==> config.mk <==
export PLATFORM = sky130hd
export DESIGN_NAME = sha256_hash_sequencer
export DESIGN_NICKNAME = d
export VERILOG_FILES = /design/src/rtl/sha256_pkg.sv /design/src/rtl/sha256_hash_adder.sv /design/src/rtl/sha256_hash_sequencer.sv
export SDC_FILE = /design/constraint.sdc
export NUM_CORES = 2
export LEC_CHECK = 0
export CORE_AREA = 10 10 701 703
export DETAILED_ROUTE_END_ITERATION = 8
export DIE_AREA = 0 0 711 713
export MAX_ROUTING_LAYER = met4
export PLACE_DENSITY_LB_ADDON = 0.25
export SLEW_MARGIN = 15
export SYNTH_ARGS = -nofsm -noshare
export SYNTH_HDL_FRONTEND = slang
export SYNTH_SLANG_ARGS = --single-unit
export TNS_END_PERCENT = 30
==> constraint.sdc <==
create_clock -name clk -period 7.8 [get_ports clk]
set_input_delay 0.78 -clock clk [delete_from_list [all_inputs] [get_ports clk]]
set_output_delay 0.78 -clock clk [all_outputs]
set_load 0.05 [all_outputs]
==> src/rtl/sha256_pkg.sv <==
// Shared SHA-256 definitions for the hash sequencer.
//   SHA256_IV : initial chaining value H0..H7, H0 in bits [255:224]
//   state_e   : block sequencer FSM states
package sha256_pkg;

    localparam logic [255:0] SHA256_IV = {
        32'h6a09e667, 32'hbb67ae85, 32'h3c6ef372, 32'ha54ff53a,
        32'h510e527f, 32'h9b05688c, 32'h1f83d9ab, 32'h5be0cd19
    };

    typedef enum logic [2:0] {
        StIdle,
        StIssue,
        StWait,
        StUpdate,
        StOutput
    } state_e;

endpackage

==> src/rtl/sha256_hash_adder.sv <==
// Eight-lane modulo-2^32 adder used to fold engine working variables into
// the chaining state. Purely combinational; lanes never carry into each other.
//   a, b : packed 8 x 32-bit operands, lane 0 in bits [255:224]
//   sum  : per-lane a + b mod 2^32
module sha256_hash_adder (
    input  logic [255:0] a,
    input  logic [255:0] b,
    output logic [255:0] sum
);

    always_comb begin
        sum = '0;
        for (int i = 0; i < 8; i++) begin
            sum[32*i +: 32] = a[32*i +: 32] + b[32*i +: 32];
        end
    end

endmodule

==> src/rtl/sha256_hash_sequencer.sv <==
// SHA-256 block sequencer: accepts padded 512-bit blocks, hands each to an
// external compression engine together with the current chaining state,
// folds the returned working variables into H and emits the digest after
// the last block of a message.
//   clk, nrst, en, sync_rst             : clock, async reset, enable, sync clear
//   data_in*                            : block input handshake
//   eng_block/hash/id/valid, eng_ready  : engine request handshake
//   eng_result*, eng_result_ready       : engine response (a..h, a in [255:224])
//   data_out*                           : digest output handshake
//   busy, id_err (sticky), block_count  : status
module sha256_hash_sequencer
    import sha256_pkg::*;
#(
    parameter int unsigned ID_W = 6
) (
    input  logic            clk,
    input  logic            nrst,
    input  logic            en,
    input  logic            sync_rst,
    input  logic [511:0]    data_in,
    input  logic [ID_W-1:0] data_in_id,
    input  logic            data_in_last,
    input  logic            data_in_valid,
    output logic            data_in_ready,
    output logic [511:0]    eng_block,
    output logic [255:0]    eng_hash,
    output logic [ID_W-1:0] eng_id,
    output logic            eng_valid,
    input  logic            eng_ready,
    input  logic [255:0]    eng_result,
    input  logic            eng_result_valid,
    output logic            eng_result_ready,
    output logic [255:0]    data_out,
    output logic [ID_W-1:0] data_out_id,
    output logic            data_out_valid,
    input  logic            data_out_ready,
    output logic            busy,
    output logic            id_err,
    output logic [15:0]     block_count
);

    state_e            state_q, state_d;
    // Low for the first enabled cycle after any reset so data_in_ready stays 0 in reset.
    logic              run_q;
    logic [511:0]      blk_q;
    logic [ID_W-1:0]   id_q;
    logic [ID_W-1:0]   msg_id_q;
    logic              last_q;
    // Set when the next accepted block starts a new message.
    logic              first_q;
    logic [255:0]      h_q;
    logic [255:0]      res_q;
    logic [255:0]      h_sum;
    logic [15:0]       cnt_q;
    logic              id_err_q;

    logic in_xfer, eng_xfer, res_xfer, out_xfer;

    // Transfers are decoded from state directly to keep the handshake free of
    // combinational feedback through the ready/valid outputs.
    assign in_xfer  = en && run_q && data_in_valid && (state_q == StIdle);
    assign eng_xfer = en && eng_ready && (state_q == StIssue);
    assign res_xfer = en && eng_result_valid && (state_q == StWait);
    assign out_xfer = en && data_out_ready && (state_q == StOutput);

    sha256_hash_adder u_adder (
        .a   (h_q),
        .b   (res_q),
        .sum (h_sum)
    );

    always_comb begin
        state_d          = state_q;
        data_in_ready    = 1'b0;
        eng_valid        = 1'b0;
        eng_result_ready = 1'b0;
        data_out_valid   = 1'b0;
        eng_block        = '0;
        eng_hash         = '0;
        eng_id           = '0;
        data_out         = '0;
        data_out_id      = '0;
        unique case (state_q)
            StIdle: begin
                data_in_ready = run_q;
                if (in_xfer) state_d = StIssue;
            end
            StIssue: begin
                eng_valid = 1'b1;
                eng_block = blk_q;
                eng_hash  = h_q;
                eng_id    = id_q;
                if (eng_xfer) state_d = StWait;
            end
            StWait: begin
                eng_result_ready = 1'b1;
                if (res_xfer) state_d = StUpdate;
            end
            StUpdate: begin
                state_d = last_q ? StOutput : StIdle;
            end
            StOutput: begin
                data_out_valid = 1'b1;
                data_out       = h_q;
                data_out_id    = id_q;
                if (out_xfer) state_d = StIdle;
            end
            default: state_d = StIdle;
        endcase
    end

    // sync_rst takes effect regardless of en, exactly like nrst.
    always_ff @(posedge clk or negedge nrst) begin
        if (!nrst) begin
            state_q  <= StIdle;
            run_q    <= 1'b0;
            blk_q    <= '0;
            id_q     <= '0;
            msg_id_q <= '0;
            last_q   <= 1'b0;
            first_q  <= 1'b1;
            h_q      <= SHA256_IV;
            res_q    <= '0;
            cnt_q    <= '0;
            id_err_q <= 1'b0;
        end else if (sync_rst) begin
            state_q  <= StIdle;
            run_q    <= 1'b0;
            blk_q    <= '0;
            id_q     <= '0;
            msg_id_q <= '0;
            last_q   <= 1'b0;
            first_q  <= 1'b1;
            h_q      <= SHA256_IV;
            res_q    <= '0;
            cnt_q    <= '0;
            id_err_q <= 1'b0;
        end else if (en) begin
            state_q <= state_d;
            run_q   <= 1'b1;
            if (in_xfer) begin
                blk_q   <= data_in;
                id_q    <= data_in_id;
                last_q  <= data_in_last;
                first_q <= data_in_last;
                if (first_q) begin
                    msg_id_q <= data_in_id;
                end else if (data_in_id != msg_id_q) begin
                    id_err_q <= 1'b1;
                end
            end
            if (res_xfer) res_q <= eng_result;
            if (state_q == StUpdate) begin
                h_q   <= h_sum;
                cnt_q <= cnt_q + 16'd1;
            end
            if (out_xfer) h_q <= SHA256_IV;
        end
    end

    assign busy        = (state_q != StIdle);
    assign id_err      = id_err_q;
    assign block_count = cnt_q;

endmodule

[Word level (Yosys, flattened, before mapping)]
Index checks and enable logic that the tools add are counted.
W data, S select, Z words.
Storage, ports and cells
  bits in registers: 1059
  input bits: 783
  output and inout port bits: 1058
  logic and storage cells: 103
Operators by class
  add/sub/neg operators: 9
  equal/unequal tests: 10
  muxes and demuxes: 48
  reduce and logical (&&, ||, !) cells: 25
Operators with widths (number)
  $mux W256: 9
  $mux W512: 4
  $add A32 B32 Y32: 8
  $mux W6: 9
  $mux W16: 3
  $mux W3: 7
  $add A16 B1 Y16 const B: 1
  $mux W1: 15
  $pmux W3 S5: 1
  $ne A3 B3 Y1 const B: 4
  $reduce_bool A2 Y1: 6
  $logic_and A1 B1 Y1: 9
  $reduce_and A2 Y1: 4
  $eq A3 B2 Y1 const B: 2
  $ne A6 B6 Y1: 1
  $reduce_bool A3 Y1: 2
  $reduce_and A5 Y1: 1
  $reduce_and A4 Y1: 1
  $eq A3 B1 Y1 const B: 1
  $eq A3 B3 Y1 const B: 1
  $logic_not A3 Y1: 1
  $reduce_and A3 Y1: 1
  $ne A2 B2 Y1 const B: 1

[Logic depth before layout (Yosys ltp)]
  word-level depth: 7
  mapped depth: 13
  gate-level depth less buffers: 13

[By module]
From an unflattened synthesis, not the netlist that was laid out.
Unflattened totals
  cells, all modules: 6856
  area total of the unflattened synthesis: 60066.4 um^2
Modules (own cells, without submodules)
  sha256_hash_sequencer: instances 1, cells each 5233, area an instance 48223.8 um^2, sequential area each 26671.8 um^2
  sha256_hash_adder: instances 1, cells each 1623, area an instance 11842.6 um^2, sequential area each 0.0 um^2

[Least setup slack after synthesis]
No wires, ideal clock.
  path kind: register -> register
  start: register h_q[32]
  end: register h_q[62]
  setup time: 0.129 ns
  arrival time: 3.150 ns
  required time: 7.671 ns
  path slack: 4.521 ns
  stages on the path, launching flop included: 13
  path buffers: 0
  period minus slack after synthesis: 3.279 ns
  path through: dfstp_2 ha_1 fa_1 a211oi_1 nor3_1 nor3b_2 o31ai_2 a311o_2 a221o_2 a311oi_2 o21ai_0 xnor2_1 o21ai_1
On the way
  longest elaborated chain between the ends: 5
RTL lines
  start, declared: RTL line sha256_hash_sequencer.sv:51  | logic [255:0] h_q;
  start signal, assigned: RTL line sha256_hash_sequencer.sv:154  | h_q <= h_sum;
  $add A32 B32 Y32: RTL line sha256_hash_adder.sv:14  | sum[32*i +: 32] = a[32*i +: 32] + b[32*i +: 32];
  $mux W256: RTL line sha256_hash_sequencer.sv:153  | if (state_q == StUpdate) begin
  $mux W256: RTL line sha256_hash_sequencer.sv:157  | if (out_xfer) h_q <= SHA256_IV;
  $mux W256: RTL line sha256_hash_sequencer.sv:138  | end else if (en) begin
  $mux W256: RTL line sha256_hash_sequencer.sv:126  | end else if (sync_rst) begin
Every way passes these cells. The select of a mux whose other input is x is not followed.
A chain may end at the register's enable or synchronous reset.

[Worst setup path in the final report]
  start: register state_q[0]
  end: output port eng_block[156]
On the way
  longest elaborated chain between the ends: 2
RTL lines
  start, declared: RTL line sha256_hash_sequencer.sv:42  | state_e state_q, state_d;
  start signal, assigned: RTL line sha256_hash_sequencer.sv:115  | state_q <= StIdle;
  start signal, assigned: RTL line sha256_hash_sequencer.sv:127  | state_q <= StIdle;
  start signal, assigned: RTL line sha256_hash_sequencer.sv:139  | state_q <= state_d;
  $eq A3 B1 Y1: RTL line sha256_hash_sequencer.sv:83  | unique case (state_q)
  $mux W512: RTL line sha256_hash_sequencer.sv:83
  end, declared: RTL line sha256_hash_sequencer.sv:25  | output logic [511:0] eng_block,
Every way passes these cells.

==> impl_metrics.tcl <==
set metrics [dict create \
    status "complete, no violations" \
    final_util_pct 18.9 \
    synth_area_leaders "dfrtp_1, and2_1, nand2_1" \
    die_y_um 713 \
    grt_pass1_vias 56400 \
    vdd_drop_max_v 0.000191 \
    route.detailed.wl_per_inst_um 29.6 \
    dpl.hpwl_um 361000 \
    fin_setup_tns_ns 0 \
    cts_sinks 1059 \
    final_cell_mix "clkdlybuf4s50_1, nand2_1, and2_1, dfrtp_1, a21oi_1" \
    critPathLaunchType "flop" \
    rsz0062_at_grt "no" \
    place.gp.congestion 0.911 \
    end_kind "primary output" \
    core_um2 477000 \
    ctsResizeCount 0 \
    worst_slew_pin_slew_ns 1.31 \
    io_pins 1841 \
    synth_cells 6629 \
    row_count 254 \
    portBuffers 1840 \
    initial_core_util_pct 12.3 \
    syn_nets 7669 \
    totalPowerFinal_uw 19100 \
    grt_pass1_wl_um 573000 \
    dieArea_um2 507000 \
    slowest_stage "clkdlybuf4s50_1" \
    post-route-period-util_pct 70.4 \
    insertion_delay_ns 0.88 \
    setup_ws_ns 2.31 \
    ys_types 76 \
    hp-class "input port to flop" \
    drt_iter0_drc 4138 \
    layout_commonest_cell "clkdlybuf4s50_1" \
    die_w_um 711 \
    path_cells "nand2b_1 > nor2_4 > buf_12 > and2_1 > clkdlybuf4s50_1" \
    required_ns 7.02 \
    cts_tree "built" \
    drc 0 \
    h-tree-depth 4 \
    netlist_area_um2 58700 \
    synth-edff-count 0 \
    synth_top_area_cell "dfrtp_1" \
    vias_per_cell 3.76 \
    grt_max_degree 203 \
    post_cts_buffers 0 \
    setup_viol 0 \
    crit_path_max_fanout 183 \
    syn_area_per_cell_um2 8.85 \
    timing.fmax_mhz 182 \
    vias 56100 \
    numCtsBuffers 157 \
    power.leakage_uw 0.0362 \
    worstSetupPathType "flop to primary output" \
    wl_um 441000 \
    synth_warnings 0 \
    ys.flop_type "dfrtp_1" \
    grt_overflow 0 \
    report.final.hold_viol_count 0 \
    fillCellCount 53400 \
    cts_buffer_depth 4 \
    relSlewSlack_pct 12.4 \
    p_per_area_nw_per_um2 213 \
    nets 9289 \
    clock-skew-final_ns 0.0654 \
    final_max_slew_viol_count 0 \
    slowest_delay_ns 0.91 \
    cts_root_buffer "clkbuf_16" \
    async_flop_share_pct 100 \
    ant_nets 0 \
    period_needed_ns 5.49 \
    ys_seq_area_share_pct 45.4 \
    dpl_worst_slack_ns 3.27 \
    max_cap_violations 0 \
    synth-seq-cells 1059 \
    drive_above_1_share_pct 6.06 \
    syn_to_final_growth_pct 53.5 \
    synth_top_cell_area_share_pct 39.3 \
    cp.arrival_ns 4.71 \
    dr.pass1.iters 5 \
    grt_use_total_pct 17.1 \
    antenna_found_initial 238 \
    path_clk_slew_ns 0.06 \
]
## power breakdown
group          total, µW  internal [µW]  switching, µW  leakage (µW)
combinational       5430           1730           3700        0.0193
clock               7710           4600           3110       0.00264
sequential          6010           5700            310        0.0143
## final timing paths
| check | startpoint | end | slack [ns] | cells past startpoint |
|---|---|---|---|---|
| worst max-delay path | state_q[0]$_DFFE_PN0P_ | eng_block[156] | 2.31 | 5 |
| worst min-delay path | data_in[17] | blk_q[17]$_DFFE_PN0P_ | 0.44 | 3 |
| worst max register to register | h_q[32]$_DFFE_PN1P_ | h_q[62]$_DFFE_PN0P_ | 3.63 | 12 |
| worst min register to register | id_err$_DFFE_PN0P_ | id_err$_DFFE_PN0P_ | 0.51 | 2 |
| max in group asynchronous | nrst | blk_q[381]$_DFFE_PN0P_ | 5.27 | 4 |
| min in group asynchronous | nrst | res_q[228]$_DFFE_PN0P_ | 0.58 | 2 |
## Yosys cell counts, types with 10 or more instances
cell,instances
nand2_1,1265
and2_1,1039
dfrtp_1,922
a21oi_1,844
clkbuf_1,433
a22o_1,267
ha_1,249
nor2_1,244
o21ai_0,228
a21o_1,139
dfstp_2,137
xor2_1,126
xnor2_1,101
nand3_1,65
inv_1,56
nor3_1,48
nand2b_1,34
o21bai_1,32
nand4_1,28
a211oi_1,27
and3_1,27
o21a_1,27
a31oi_1,24
nor2b_1,21
o22a_1,17
o31ai_1,16
or2_2,12
mux2i_1,10
nor4_1,10
or3_1,10
## routing by layer
layer  share of wire (%)  global-route usage [%]
met5                   0                       -
met4                 3.6                    5.05
met1                  37                    17.9
met2                  52                    30.7
met3                 7.6                    5.24
## layout make-up
type | count | area [µm²] | share of cell area (%)
diodes | 151 | 378 | 0.420
clock buffers | 220 | 4540 | 5.04
clock inverters | 62 | 835 | 0.927
inverters | 56 | 210 | 0.233
multi-input cells | 5071 | 30200 | 33.5
flip-flops and latches | 1059 | 26700 | 29.6
well taps | 6400 | 8010 | 8.89
repair buffers | 1904 | 19200 | 21.3
## registers in the layout (all words and copies together), names as in the netlist
name	flops
blk_q	512
h_q	256
res_q	256
block_count	16
id_q	6
msg_id_q	6
state_q	3
first_q	1
id_err	1
last_q	1
run_q	1
## logic make-up after synthesis
logic type,share of synthesized area [%]
flops,45.4
xor+xnor,3.39
mux,0.171
simple gates,23.6
buf+inv,3.20
fa+ha+maj,5.58
compound gates,18.6
## timing repair
action,CTS,global route
hold endpoints to repair,61,0
endpoints found under the setup margin,0,0
hold buffers,1,0
## stage by stage
step / hold slack, ns / std cells / area (µm²)
floorplan: 0.450 / 6629 / 58700
global placement: 0.488 / 14500 / 84300
detailed placement: 0.499 / 14500 / 84300
CTS: 0.293 / 14800 / 89700
global route: 0.354 / 14900 / 90000
finish: 0.436 / 14900 / 90100
## worst max-delay path: cells and delay by family (launching register included)
| family | cells | cell delay [ns] |
|---|---|---|
| and+or+nand+nor | 3 | 1.33 |
| buffers and inverters | 2 | 1.24 |
| DFF | 1 | 0.64 |
(Power assumes the default switching activity.)
